File: config.mk
export PLATFORM = sky130hd
export DESIGN_NAME = led_sequence_player
export DESIGN_NICKNAME = d
export VERILOG_FILES = /design/src/rtl/led_sequence_player.sv
export SDC_FILE = /design/constraint.sdc
export NUM_CORES = 1
export LEC_CHECK = 0
export ABC_AREA = 1
export CAP_MARGIN = 10
export CELL_PAD_IN_SITES_DETAIL_PLACEMENT = 1
export CELL_PAD_IN_SITES_GLOBAL_PLACEMENT = 1
export CORE_ASPECT_RATIO = 0.9
export CORE_MARGIN = 1
export CORE_UTILIZATION = 40
export CTS_BUF_LIST = sky130_fd_sc_hd__clkbuf_2
export DETAILED_ROUTE_END_ITERATION = 7
export PLACE_DENSITY_LB_ADDON = 0.1
export SYNTH_ARGS = -nofsm -noshare
export SYNTH_HDL_FRONTEND = slang
export SYNTH_SLANG_ARGS = --single-unit
File: constraint.sdc
create_clock -name i_clk -period 2.9 [get_ports i_clk]
set_input_delay 0.29 -clock i_clk [delete_from_list [all_inputs] [get_ports i_clk]]
set_output_delay 0.29 -clock i_clk [all_outputs]
set_load 0.05 [all_outputs]
File: src/rtl/led_sequence_player.sv
// LED sequence player: replays a stored colour sequence with timed on/gap phases.
// The sequence is snapshotted at start; all outputs come straight from registers.
module led_sequence_player #(
  parameter int N_PLAYERS  = 2,
  parameter int SEQ_LEN    = 8,
  parameter int N_LEDS     = 4,
  parameter int ON_CYCLES  = 40_000_000,
  parameter int OFF_CYCLES = 10_000_000,
  parameter int CW = $clog2(N_LEDS),
  parameter int PW = $clog2(N_PLAYERS),
  parameter int LW = $clog2(SEQ_LEN+1)
) (
  input  logic                           i_clk,
  input  logic                           i_rst,
  input  logic                           i_start,
  input  logic                           i_abort,
  input  logic [PW-1:0]                  i_player,
  input  logic [LW-1:0]                  i_len,
  input  logic [N_PLAYERS*SEQ_LEN*CW-1:0] i_seq,
  output logic [N_LEDS-1:0]              o_led,
  output logic                           o_busy,
  output logic                           o_done,
  output logic [LW-1:0]                  o_step
);

  localparam int MAXC = (ON_CYCLES > OFF_CYCLES) ?
                        ON_CYCLES : OFF_CYCLES;
  localparam int CNTW = $clog2(MAXC+1);
  localparam int SW   = SEQ_LEN*CW;

  typedef enum logic [1:0] {
    S_IDLE, S_ON, S_GAP, S_DONE
  } state_e;

  state_e            state_q, state_d;
  logic [CNTW-1:0]   cnt_q, cnt_d;
  logic [LW-1:0]     step_q, step_d;
  logic [LW-1:0]     len_q, len_d;
  logic [SW-1:0]     seq_q, seq_d;
  logic [N_LEDS-1:0] led_q, led_d;
  logic              busy_q, busy_d;
  logic              done_q, done_d;

  int                pidx;
  logic [SW-1:0]     snap;
  logic [LW-1:0]     eff_len;
  logic [CW-1:0]     col;
  logic              last;

  // Out-of-range player falls back to player 0
  assign pidx    = (int'(i_player) >= N_PLAYERS) ?
                   0 : int'(i_player);
  assign snap    = i_seq[pidx*SW +: SW];
  assign eff_len = (i_len > LW'(SEQ_LEN)) ?
                   LW'(SEQ_LEN) : i_len;
  assign last    = (step_q + LW'(1)) >= len_q;

  always_comb begin
    state_d = state_q;
    cnt_d   = cnt_q;
    step_d  = step_q;
    len_d   = len_q;
    seq_d   = seq_q;
    led_d   = '0;
    busy_d  = 1'b0;
    done_d  = 1'b0;
    col     = '0;
    unique case (state_q)
      S_IDLE: begin
        if (i_start) begin
          seq_d  = snap;
          len_d  = eff_len;
          step_d = '0;
          if (eff_len == '0) begin
            state_d = S_DONE;
            cnt_d   = '0;
          end else begin
            state_d = S_ON;
            cnt_d   = CNTW'(ON_CYCLES-1);
          end
        end
      end
      S_ON: begin
        if (cnt_q == '0) begin
          state_d = S_GAP;
          cnt_d   = CNTW'(OFF_CYCLES-1);
        end else begin
          cnt_d = cnt_q - CNTW'(1);
        end
      end
      S_GAP: begin
        if (cnt_q == '0) begin
          if (last) begin
            state_d = S_DONE;
            cnt_d   = '0;
          end else begin
            state_d = S_ON;
            step_d  = step_q + LW'(1);
            cnt_d   = CNTW'(ON_CYCLES-1);
          end
        end else begin
          cnt_d = cnt_q - CNTW'(1);
        end
      end
      S_DONE: begin
        state_d = S_IDLE;
        step_d  = '0;
      end
      default: state_d = S_IDLE;
    endcase
    if (i_abort) begin
      state_d = S_IDLE;
      step_d  = '0;
      cnt_d   = '0;
    end
    // Outputs are decoded from the next state so they register with it
    col    = seq_d[int'(step_d)*CW +: CW];
    busy_d = (state_d != S_IDLE);
    done_d = (state_d == S_DONE);
    if (state_d == S_ON && int'(col) < N_LEDS)
      led_d = N_LEDS'(1) << col;
  end

  always_ff @(posedge i_clk) begin
    if (i_rst) begin
      state_q <= S_IDLE;
      cnt_q   <= '0;
      step_q  <= '0;
      len_q   <= '0;
      seq_q   <= '0;
      led_q   <= '0;
      busy_q  <= 1'b0;
      done_q  <= 1'b0;
    end else begin
      state_q <= state_d;
      cnt_q   <= cnt_d;
      step_q  <= step_d;
      len_q   <= len_d;
      seq_q   <= seq_d;
      led_q   <= led_d;
      busy_q  <= busy_d;
      done_q  <= done_d;
    end
  end

  assign o_led  = led_q;
  assign o_busy = busy_q;
  assign o_done = done_q;
  assign o_step = step_q;

endmodule

==> results of run 1 <==
layout by cell type, fill, tap and decap left out, drive strengths merged, types with 3 or more instances in the layout:
cell and instances:
clkbuf 9, inv 48, a21oi 26, nor3 5
or2 3, nand2 139, nand4 3, dfxtp 58
a31oi 14, nand3 48, xnor2 4, buf 16
o21ai 38, nor2 80, ha 10, clkinv 4
xor2 7, clkdlybuf4s50 50
critical path, stage by stage (launching register included):
cell     delay (ps)
dfxtp_4         410
ha_1            230
xnor2_2         140
inv_1            90
ha_1            280
nand2_1          70
inv_1            50
nand2_1          80
nand3_1         150
nand2_1         100
nand2_1          60
nand2_1          80
nand3_2          80
nand2_4         120
buf_4           120
nand3_1          80
nand3_1         110
nand3_1         100
nand3_1         100
nand2_1          70
nor2_1          110
sequential cells by signal (all words and copies together), names as in the netlist:
signal,count
cnt_q,26
o_step,4
o_done,1
seq_q,16
o_busy,1
len_q,4
o_led,4
state_q,2
metal layers:
layer / GRT usage / vias up / wire [um]
met4: 0.0737 / 0 / 105
met5: 0 / - / 0
met3: 0.0449 / 9 / 422
met2: 0.384 / 65 / 4890
met1: 0.350 / 1714 / 5220
li1: - / 1817 / -
final timing paths:
path	from	slack (ps)	cells after the start	to
max	o_step[0]$_SDFF_PP0_	230	20	o_led[1]$_SDFF_PP0_
min	i_len[2]	370	3	len_q[2]$_SDFFE_PP0P_
max reg2reg	o_step[0]$_SDFF_PP0_	230	20	o_led[1]$_SDFF_PP0_
min reg2reg	len_q[2]$_SDFFE_PP0P_	490	2	len_q[2]$_SDFFE_PP0P_
repair_timing:
item,CTS,global route
gates resized for setup,0,8
setup endpoints to repair,0,5
buffers inserted,0,3
hold buffers,0,0
through the flow:
step / setup TNS [ps] / util / total power [mW] / worst slack [ps] / hold WS [ps]
floorplan: 0 / - / 1.28 / 191 / 433
global placement: 0 / 0.503 / 1.46 / 340 / 456
detailed placement: 0 / 0.503 / 1.48 / 140 / 466
CTS: 0 / 0.520 / 2.10 / 61.6 / 338
global route: -31.5 / 0.527 / 2.23 / -16.0 / 351
finish: 0 / 0.527 / 2.09 / 230 / 365
cell type report:
cell class / count / area, um2 / area share
multi-input combinational: 394 / 2060 / 0.476
sequential: 58 / 1170 / 0.270
timing repair buffer: 66 / 633 / 0.146
inverter: 49 / 184 / 0.0424
tap: 115 / 144 / 0.0332
clock inverter: 7 / 93.8 / 0.0217
clock buffer: 9 / 45.0 / 0.0104
cell families after synthesis:
| logic type | count (synthesis) | share of synthesized area |
|---|---|---|
| buffers and inverters | 65 | 0.0740 |
| AOI/OAI and AO/OA | 90 | 0.156 |
| xor gates and xnor gates | 11 | 0.0278 |
| DFF | 58 | 0.335 |
| and+or+nand+nor | 283 | 0.371 |
| adders and majority gates | 10 | 0.0361 |
synth_stat cells, types with 2 or more instances:
cell      instances
o32ai_1           2
a31oi_1          13
a21oi_1          22
nor3_1            4
inv_1            47
nand2_4           4
nor4_1            2
dfxtp_1          58
nand3_2           3
nor3b_1           2
xnor2_1           4
o21ai_1           4
xor2_1            7
a22oi_1           2
nor2_2            9
or2_2             3
ha_1             10
nand2_2           4
a21oi_2           3
o21ai_0          33
nor2_1           68
nand4_1           3
nand2_1         131
nor2_4            2
nand3_1          44
a221oi_1          2
clkbuf_1         13
report_power, final:
group          switching, mW  internal, mW  leakage (nW)  total, mW
Clock                  0.331         0.283        0.0779      0.614
Sequential            0.0318         0.843         0.477      0.875
Combinational          0.374         0.227          1.29      0.601
Total                  0.737          1.35          1.84       2.09
==> impl_metrics.py, run 1 <==
metrics = {
    "outcome": {
        "status": "complete, no violations",
    },
    "hold_path": {
        "hp-class": "primary input to register",
    },
    "synthesis": {
        "synthArstFlopShare": 0,
        "ys_seq_area_frac": 0.335,
        "synthCells": 517,
        "synthTopCellsByArea": "dfxtp_1, nand2_1, nor2_1",
        "ys_ff_latch": 58,
        "avgSynthCellArea_um2": 6.70,
        "netlist.area_leader.share": 0.335,
        "syn_area_um2": 3470,
        "synth_area_leader_cell": "dfxtp_1",
        "synth-edff-count": 0,
        "synth-main-ff-cell": "dfxtp_1",
        "synth.net_count": 568,
        "yosysWarnings": 0,
        "yosysUniqueCellTypes": 45,
    },
    "layout": {
        "fill_cells": 1098,
        "fin_nets": 629,
        "instances_no_fill": 698,
        "design_area_um2": 4330,
        "layout-drive-gt1-share": 0.127,
        "area_growth_pct": 25.0,
        "antennaDiodeCount": 0,
    },
    "global_routing": {
        "grt_pass1_wl_um": 17700,
        "antenna_found_initial": 0,
        "grt_use_total": 0.248,
        "gr-total-overflow": 0,
        "grt_pass1_vias": 3652,
        "grt_max_degree": 34,
    },
    "sta": {
        "tightestPinTransition_ps": 615,
        "setup_viol": 0,
        "finalCriticalPeriod_ps": 2670,
        "fin_crit_sh": 0.921,
        "fmax_mhz": 374,
        "clock_skew_ps": 28.8,
        "slew_headroom": 0.590,
        "maxSlewViolCount": 0,
        "finalHoldViolCount": 0,
    },
    "flow_run": {
        "drv_cap": 0,
    },
    "cts": {
        "h-tree-depth": 3,
        "max-clock-path-buffers": 2,
        "insertion_delay_ps": 510,
        "root_buffer": "clkbuf_2",
        "clkSinkCount": 58,
        "cts_made_buffers": 9,
        "clk_pin_slew_worst_paths_ps": 180,
        "cts_tree": "yes",
    },
    "placement": {
        "placedCellCount": 679,
        "finalWeightedCongestion": 0.865,
        "numPortBuffers": 50,
        "dp_hpwl_um": 8090,
        "placed_area_um2": 4140,
    },
    "floorplan": {
        "start_util": 0.421,
        "row_count": 31,
        "die_x_um": 100,
        "core_um2": 8220,
        "die_h_um": 90.3,
        "io-pin-count": 51,
        "fp.dieArea_um2": 9040,
    },
    "detailed_routing": {
        "vias": 3605,
        "viasPerCell": 5.16,
        "drc_errors": 0,
        "drt-total-wl_um": 10600,
        "drt_pass1_iterations": 4,
        "postRouteAntennaNets": 0,
        "first_iter_violations": 142,
        "wl_per_cell_um": 15.2,
    },
    "worst_setup_path": {
        "cp_max_fo": 7,
        "worst-setup-path-type": "register to register",
        "critPathRequiredTime_ps": 3340,
        "end_kind": "register",
        "cp.arrival_ps": 3110,
        "cp-start-kind": "register",
    },
    "pwr": {
        "p_per_area_nw_per_um2": 482,
        "leakage_nw": 1.84,
        "ir_drop_uv": 220,
    },
}
Note: power is estimated with default switching activity, not from simulation.
==> run 2, diff against run 1 <==
CAP_MARGIN = not set   (was 10)
GPL_ROUTABILITY_DRIVEN = 0   (was not set)
==> results of run 2 <==
No change in the layout: final DEF, timing and power equal those of run 1.
